**config.mk**
```make
export PLATFORM = sky130hd
export DESIGN_NAME = sprite_commit_ctrl
export DESIGN_NICKNAME = d
export VERILOG_FILES = /design/src/rtl/sprite_pkg.sv /design/src/rtl/sprite_anim_seq.sv /design/src/rtl/sprite_commit_ctrl.sv
export SDC_FILE = /design/constraint.sdc
export NUM_CORES = 1
export LEC_CHECK = 0
export BUFFER_PORTS_ARGS = -buffer_cell sky130_fd_sc_hd__buf_2
export CAP_MARGIN = 10
export CORE_AREA = 4 4 142 171
export CTS_CLUSTER_SIZE = 8
export DETAILED_ROUTE_END_ITERATION = 8
export DIE_AREA = 0 0 146 175
export PLACE_DENSITY = 0.71
export SETUP_SLACK_MARGIN = 0.3
export SYNTH_ARGS = -nofsm -noshare
export SYNTH_HDL_FRONTEND = slang
export SYNTH_SLANG_ARGS = --single-unit
```
**constraint.sdc**
```tcl
create_clock -name clk -period 3.5 [get_ports clk]
set_input_delay 0.175 -clock clk [delete_from_list [all_inputs] [get_ports clk]]
set_output_delay 0.175 -clock clk [all_outputs]
set_load 0.1 [all_outputs]
```
**src/rtl/sprite_pkg.sv**
```systemverilog
// Shared types and constants for the sprite commit controller: FSM states,
// CTRL register bit positions and walk-animation frame codes.
package sprite_pkg;

    typedef enum logic [1:0] {
        IDLE   = 2'd0,
        ARMED  = 2'd1,
        COMMIT = 2'd2
    } commit_state_e;

    localparam int unsigned CTRL_COMMIT  = 0;
    localparam int unsigned CTRL_ANIM_EN = 1;

    localparam logic [1:0] WALK_NEUTRAL = 2'd0;
    localparam logic [1:0] WALK_LEFT    = 2'd1;
    localparam logic [1:0] WALK_RIGHT   = 2'd2;

    function automatic logic [1:0] next_walk(input logic [1:0] cur);
        case (cur)
            WALK_NEUTRAL: return WALK_LEFT;
            WALK_LEFT:    return WALK_RIGHT;
            default:      return WALK_NEUTRAL;
        endcase
    endfunction

endpackage

```
**src/rtl/sprite_anim_seq.sv**
```systemverilog
// Walk-animation sequencer: divides vblank rises by ANIM_DIV and steps the
// dino frame select NEUTRAL -> LEFT -> RIGHT -> NEUTRAL while enabled.
module sprite_anim_seq
    import sprite_pkg::*;
#(
    parameter int unsigned ANIM_DIV = 6
) (
    input  logic       clk,
    input  logic       reset_n,
    input  logic       vb_rise,
    input  logic       anim_en,
    output logic [1:0] anim_state
);

    localparam logic [7:0] DIV_LAST = 8'(ANIM_DIV - 1);

    logic [7:0] anim_div_cnt_q, anim_div_cnt_d;
    logic [1:0] anim_state_q, anim_state_d;

    always_comb begin
        anim_div_cnt_d = anim_div_cnt_q;
        anim_state_d   = anim_state_q;
        if (vb_rise && anim_en) begin
            if (anim_div_cnt_q >= DIV_LAST) begin
                anim_div_cnt_d = '0;
                anim_state_d   = next_walk(anim_state_q);
            end else begin
                anim_div_cnt_d = anim_div_cnt_q + 8'd1;
            end
        end
        // The unused code 3 is recovered even while the animation is paused.
        if (anim_state_d == 2'd3) begin
            anim_state_d = WALK_NEUTRAL;
        end
    end

    always_ff @(posedge clk or negedge reset_n) begin
        if (!reset_n) begin
            anim_div_cnt_q <= '0;
            anim_state_q   <= WALK_NEUTRAL;
        end else begin
            anim_div_cnt_q <= anim_div_cnt_d;
            anim_state_q   <= anim_state_d;
        end
    end

    assign anim_state = anim_state_q;

endmodule

```
**src/rtl/sprite_commit_ctrl.sv**
```systemverilog
// Double-buffered sprite/score registers committed to the active bank on vblank.
// Define SPRITE_AUTO_COMMIT_EN to also commit any dirty shadow bank automatically.
module sprite_commit_ctrl
    import sprite_pkg::*;
#(
    parameter int unsigned NUM_REGS = 16,
    parameter int unsigned ANIM_DIV = 6
) (
    input  logic                  clk,
    input  logic                  reset_n,
    input  logic                  chipselect,
    input  logic                  write,
    input  logic [4:0]            address,
    input  logic [31:0]           writedata,
    input  logic                  vblank,
    output logic [NUM_REGS*8-1:0] regs_out,
    output logic [1:0]            anim_state,
    output logic                  commit_pulse,
    output logic                  pending,
    output logic [15:0]           frame_count
);

    localparam logic [4:0] CTRL_ADDR = 5'(NUM_REGS);

    logic [7:0]    shadow_q [NUM_REGS];
    logic [7:0]    shadow_d [NUM_REGS];
    logic [7:0]    active_q [NUM_REGS];
    logic [7:0]    active_d [NUM_REGS];
    commit_state_e state_q, state_d;
    logic          vblank_q;
    logic          anim_en_q, anim_en_d;
    logic [15:0]   frame_count_q, frame_count_d;
    logic          commit_pulse_q, commit_pulse_d;
    logic          pending_q, pending_d;
    logic          bus_wr, shadow_wr, ctrl_wr, commit_req, vb_rise;
    logic          unused_wdata;
`ifdef SPRITE_AUTO_COMMIT_EN
    logic          dirty_q, dirty_d;
`endif

    always_comb begin
        bus_wr     = chipselect & write;
        shadow_wr  = bus_wr && (address < CTRL_ADDR);
        ctrl_wr    = bus_wr && (address == CTRL_ADDR);
        commit_req = ctrl_wr && writedata[CTRL_COMMIT];
        vb_rise    = vblank & ~vblank_q;
    end

    assign unused_wdata = ^writedata[31:8];

    always_comb begin
        shadow_d      = shadow_q;
        active_d      = active_q;
        state_d       = state_q;
        anim_en_d     = anim_en_q;
        frame_count_d = frame_count_q;
        for (int unsigned i = 0; i < NUM_REGS; i++) begin
            if (shadow_wr && (address == 5'(i))) begin
                shadow_d[i] = writedata[7:0];
            end
        end
        if (ctrl_wr) begin
            anim_en_d = writedata[CTRL_ANIM_EN];
        end
        if (vb_rise) begin
            frame_count_d = frame_count_q + 16'd1;
        end
        case (state_q)
            IDLE: begin
                if (commit_req) begin
                    state_d = ARMED;
                end
`ifdef SPRITE_AUTO_COMMIT_EN
                else if (vb_rise && dirty_q) begin
                    state_d = COMMIT;
                end
`endif
            end
            ARMED: begin
                if (vb_rise) begin
                    state_d = COMMIT;
                end
            end
            COMMIT: begin
                // Copy takes the registered shadow, so a same-cycle write waits for the next commit.
                active_d = shadow_q;
                state_d  = commit_req ? ARMED : IDLE;
            end
            default: state_d = IDLE;
        endcase
        commit_pulse_d = (state_d == COMMIT);
        pending_d      = (state_d == ARMED);
    end

`ifdef SPRITE_AUTO_COMMIT_EN
    always_comb begin
        dirty_d = dirty_q;
        if (state_q == COMMIT) begin
            dirty_d = 1'b0;
        end
        if (shadow_wr) begin
            dirty_d = 1'b1;
        end
    end

    always_ff @(posedge clk or negedge reset_n) begin
        if (!reset_n) begin
            dirty_q <= 1'b0;
        end else begin
            dirty_q <= dirty_d;
        end
    end
`endif

    always_ff @(posedge clk or negedge reset_n) begin
        if (!reset_n) begin
            shadow_q       <= '{default: '0};
            active_q       <= '{default: '0};
            state_q        <= IDLE;
            vblank_q       <= 1'b0;
            anim_en_q      <= 1'b0;
            frame_count_q  <= '0;
            commit_pulse_q <= 1'b0;
            pending_q      <= 1'b0;
        end else begin
            shadow_q       <= shadow_d;
            active_q       <= active_d;
            state_q        <= state_d;
            vblank_q       <= vblank;
            anim_en_q      <= anim_en_d;
            frame_count_q  <= frame_count_d;
            commit_pulse_q <= commit_pulse_d;
            pending_q      <= pending_d;
        end
    end

    always_comb begin
        regs_out = '0;
        for (int unsigned i = 0; i < NUM_REGS; i++) begin
            regs_out[8*i +: 8] = active_q[i];
        end
    end

    assign commit_pulse = commit_pulse_q;
    assign pending      = pending_q;
    assign frame_count  = frame_count_q;

    sprite_anim_seq #(
        .ANIM_DIV (ANIM_DIV)
    ) u_anim_seq (
        .clk        (clk),
        .reset_n    (reset_n),
        .vb_rise    (vb_rise),
        .anim_en    (anim_en_q),
        .anim_state (anim_state)
    );

endmodule

```
; ---- After elaboration in Yosys (flattened, before gate mapping)
; Cells that the tools add are included.
[word_totals]
register_bits = 288
inputBits = 42
output_inout_bits = 148
elab_cells = 101
[op_classes]
add_sub_neg = 2
magnitude_cmp = 2
n_eq_ne = 22
muxes = 9
bitwise = 3
reduce_logical = 23
[ops]
columns = op, count
row1 = $eq 5x4->1 const B, 8
row2 = $eq 5x3->1 const B, 4
row3 = $logic_and 1x1->1, 20
row4 = $add 16x1->16 const B, 1
row5 = $eq 5x2->1 const B, 2
row6 = $mux 2, 5
row7 = $add 8x1->8 const B, 1
row8 = $ge 8x3->1 const B, 1
row9 = $mux 8, 1
row10 = $eq 2x1->1 const B, 3
row11 = $eq 2x2->1 const B, 3
row12 = $pmux 2 s3, 1
row13 = $eq 5x1->1 const B, 1
row14 = $eq 5x5->1 const B, 1
row15 = $logic_not 5->1, 1
row16 = $lt 5x5->1 const B, 1
row17 = $logic_not 2->1, 2
row18 = $pmux 2 s2, 1
row19 = $and 1x1->1, 2
row20 = $mux 1, 1
row21 = $not 1->1, 1

; ---- Logic depth before layout (Yosys ltp)
[logic_depth]
word_depth = 6
mapped_depth = 6
ltp_nobuf = 6

; ---- By module
; A second synthesis with hierarchy kept.
[unflattened]
hier_cells = 692
hier_area_um2 = 10966.8
[modules_own_cells]
columns = module, n_inst, cells_per_inst, area_each_um2, seq_area_each_um2
row1 = sprite_commit_ctrl, 1, 641, 10452.5, 6956.7
row2 = sprite_anim_seq, 1, 51, 514.2, 250.2

; ---- Worst setup path before layout
; Ideal clock, no wire load.
[synth_timing]
path_kind = register to register
from = register frame_count_q[0] (netlist: frame_count[0])
to = register frame_count_q[14] (netlist: frame_count[14])
setup_ps = 81
t_arrival_ps = 1933
t_required_ps = 3419
setup_slack_ps = 1487
stages_incl_launch_ff = 6
path_buffers = 0
period_less_slack_ps = 2013
path_cell_list = dfrtp_1 -> ha_1 -> nand4b_1 -> nand2b_1 -> nor3b_1 -> xnor2_1
[synth_via]
elab_chain_len = 1
[synth_rtl]
columns = element, line_no
row1 = from (decl), sprite_commit_ctrl.sv:32  ; logic [15:0] frame_count_q, frame_count_d;
row2 = from (signal assigned), sprite_commit_ctrl.sv:131  ; frame_count_q <= frame_count_d;
row3 = $add 16x1->16, sprite_commit_ctrl.sv:66  ; frame_count_d = frame_count_q + 16'd1;
; No other way between the ends.
; A chain may end at the register's enable or synchronous reset.

; ---- Worst setup path in the final report
[layout_timing]
from = register state_q[0]
to = register active_q, in the netlist regs_out[48]
[layout_via]
elab_chain_len = 1
[layout_rtl]
columns = element, line_no
row1 = from (decl), sprite_commit_ctrl.sv:29  ; commit_state_e state_q, state_d;
row2 = from (signal assigned), sprite_commit_ctrl.sv:128  ; state_q <= state_d;
row3 = $eq 2x2->1, sprite_commit_ctrl.sv:68  ; case (state_q)
row4 = to (signal assigned), sprite_commit_ctrl.sv:127  ; active_q <= active_d;
row5 = to (decl), sprite_commit_ctrl.sv:27  ; logic [7:0] active_q [NUM_REGS];
; No other way between the ends.

==> results.cfg <==
[synthesis]
syn_inst = 692
yosysTopAreaCell = dfrtp_1
synth.area.top_cells = dfrtp_1 (65%), mux2_2 (24%), mux2_4 (2.2%)
synth_area_um2 = 11130
yosysTopAreaCellShare = 0.6473
seq_area_frac_synth = 0.6473
ys_seq_elements = 288
synth.distinct_cells = 41
synth_warnings = 0
ys_async_sr_fraction = 1.000
synth_common_cells = dfrtp_1 (288), mux2_2 (242), mux2_4 (16), buf_2 (13)
syn_area_per_cell_um2 = 16.09
syn_nets = 738
synth_edf_count = 0
synth-main-ff-cell = dfrtp_1
synth_most_common_cell = dfrtp_1

[timing]
finalClockSkew_ns = 0.02309
hold_viol = 0
tns_ns = 0
max_freq_mhz = 499.2
min_period_ns = 2.003
worst_slew_pin_slew_ns = 0.8267
post-route-period-util = 0.5723
rsz0062_at_grt = no
setup_viol = 0
drv_slew = 0
hold_slack_ns = 0.1286
slew_headroom = 0.4489

[pwr]
p_per_area_nw_per_um2 = 637.7
ir_drop_mv = 0.3718
leakagePower_nw = 7.150

[grt]
antenna_found_initial = 1
overflow = 0
grt_pass1_wl_mm = 36.45
grt_pass1_vias = 6556
grt_max_degree = 109
grt_util_all_layers = 0.1786

[setup_path]
criticalPathCategory = register to register
cp.arrival_ns = 2.39
cp_max_fo = 44
start_kind = register
crit_family = simple AND/OR/NAND/NOR gates
cp_cell_sequence = nand2b_4 -> buf_4 -> mux2_2
cpPeakStageDelay_ns = 0.58
path_buf_inv = 1
slowest_stage = nand2b_4
cp.required_ns = 3.88
end_kind = register

[flow_run]
maxCapViolCount = 0

[clocking]
htree_levels = 2
cts_buffers = 41
root_buffer = clkbuf_16
clk_path_buf_depth = 3
clk_latency_ns = 0.51
path_clk_slew_ns = 0.05
cts.sinks = 288
postCtsSetupRepairBufs = 0
postCtsHoldBufs = 2
post_cts_resize_count = 0
cts_tree = done

[placement]
port_buffers = 165
post-dp-hpwl_mm = 14.49
place_inst = 1115
place.gp.congestion = 0.7413

[route]
final_antenna_net_count = 0
first_pass_iters = 4
drt_iter0_drc = 203
routedWlPerCell_um = 19.45
drcViolationCount = 0
post_drt_via_cell_ratio = 5.353
dr_total_vias = 6215
finalWirelength_mm = 22.59

[layout]
area.growth.synth_to_final_pct = 20.14
instances_no_fill = 1161
antenna_cells = 0
final_core_util = 0.5959
drive_gt1_frac = 0.5590
nets = 927

[floorplan]
row_count = 60
die_w_um = 146
dieArea_um2 = 25550
start_util = 0.4960
num_io_pins = 190
core_area_um2 = 22450
fp.dieH_um = 175

[status]
status = completed

[worst_hold_path]
min_path_type = input port to register
[path summary, 6_finish.rpt]
path	cells after the start	to	from	slack (ns)
max	3	regs_out[48]	state_q[0]	1.50
min	3	state_q[0]	write	0.13
max reg2reg	3	regs_out[48]	state_q[0]	1.50
min reg2reg	1	frame_count[10]	frame_count[10]	0.48
max in group asynchronous	3	regs_out[13]	reset_n	2.20
min in group asynchronous	2	frame_count[7]	reset_n	0.35
[layout by cell type, fill, tap and decap left out, drive strengths merged]
cell type and n:
or4 3, nand2 15, or2 1, inv 5, nor3 5, nand3 7, and2 1, a31oi 2
nand2b 7, nand4b 1, and4 2, xnor2 12, nor2b 3, buf 170, and3 1, dlygate4sd3 2
dfrtp 288, and3b 4, nor3b 1, mux2i 1, nor4 2, nand3b 2, a211oi 1, nand4 6
nor2 21, ha 4, and2b 1, o21ai 5, clkbuf 43, o32ai 1, xor2 7, mux2 258
[metrics by stage]
stage                     total power, W  instance area, µm²  setup slack (ns)
after floorplan                 0.004868               11130             1.487
after global placement          0.005163               12270             1.475
after detailed placement        0.005191               12270             1.451
after CTS                       0.008645               13380             1.449
after global routing            0.008899               13380             1.357
final                           0.008529               13380             1.497
[power breakdown]
part	internal, W	switching, W	leakage [nW]
registers	0.00364	0.000195	3.90
logic	0.000355	0.000937	2.71
clock network	0.00213	0.00127	0.534
total	0.00613	0.00240	7.15
[cells by family after synthesis]
group / Yosys count / share of synthesized area
AO/OA/AOI/OAI: 9 / 0.005956
buffers and inverters: 30 / 0.01304
adder cells (fa/ha/maj): 4 / 0.004496
AND/OR/NAND/NOR: 83 / 0.04698
XOR/XNOR: 19 / 0.01495
flip-flops: 288 / 0.6473
multiplexers: 259 / 0.2673
[layout make-up]
cell class	instances	area, µm²
fill	1747	9071
sequential	288	7207
multi-input combinational	374	3789
clock buffer	43	1076
timing repair buffer	172	930.9
tap	279	349.1
inverter	4	15.01
clock inverter	1	8.758
[flip-flops by register name, summed over array words and instances, names as in the netlist]
register	cells
vblank_q	1
frame_count	16
u_anim_seq.anim_div_cnt_q	8
shadow_q	128
commit_pulse	1
regs_out	128
pending	1
state_q	2
u_anim_seq.anim_state	2
anim_en_q	1
[layer usage]
metal  global-route usage  vias up  part of all wire
met2               0.3016      137              0.50
met3              0.04591       40             0.054
met4              0.04667        2             0.018
met1               0.2319     3240              0.43
li1                     -     2796                 -
met5                    0        -           0.00040
[worst min-delay path, stage by stage]
cell and delay, ns:
buf_2 0.11, nand4_1 0.15, o21ai_0 0.12
Note: power is estimated with default switching activity, not from simulation.
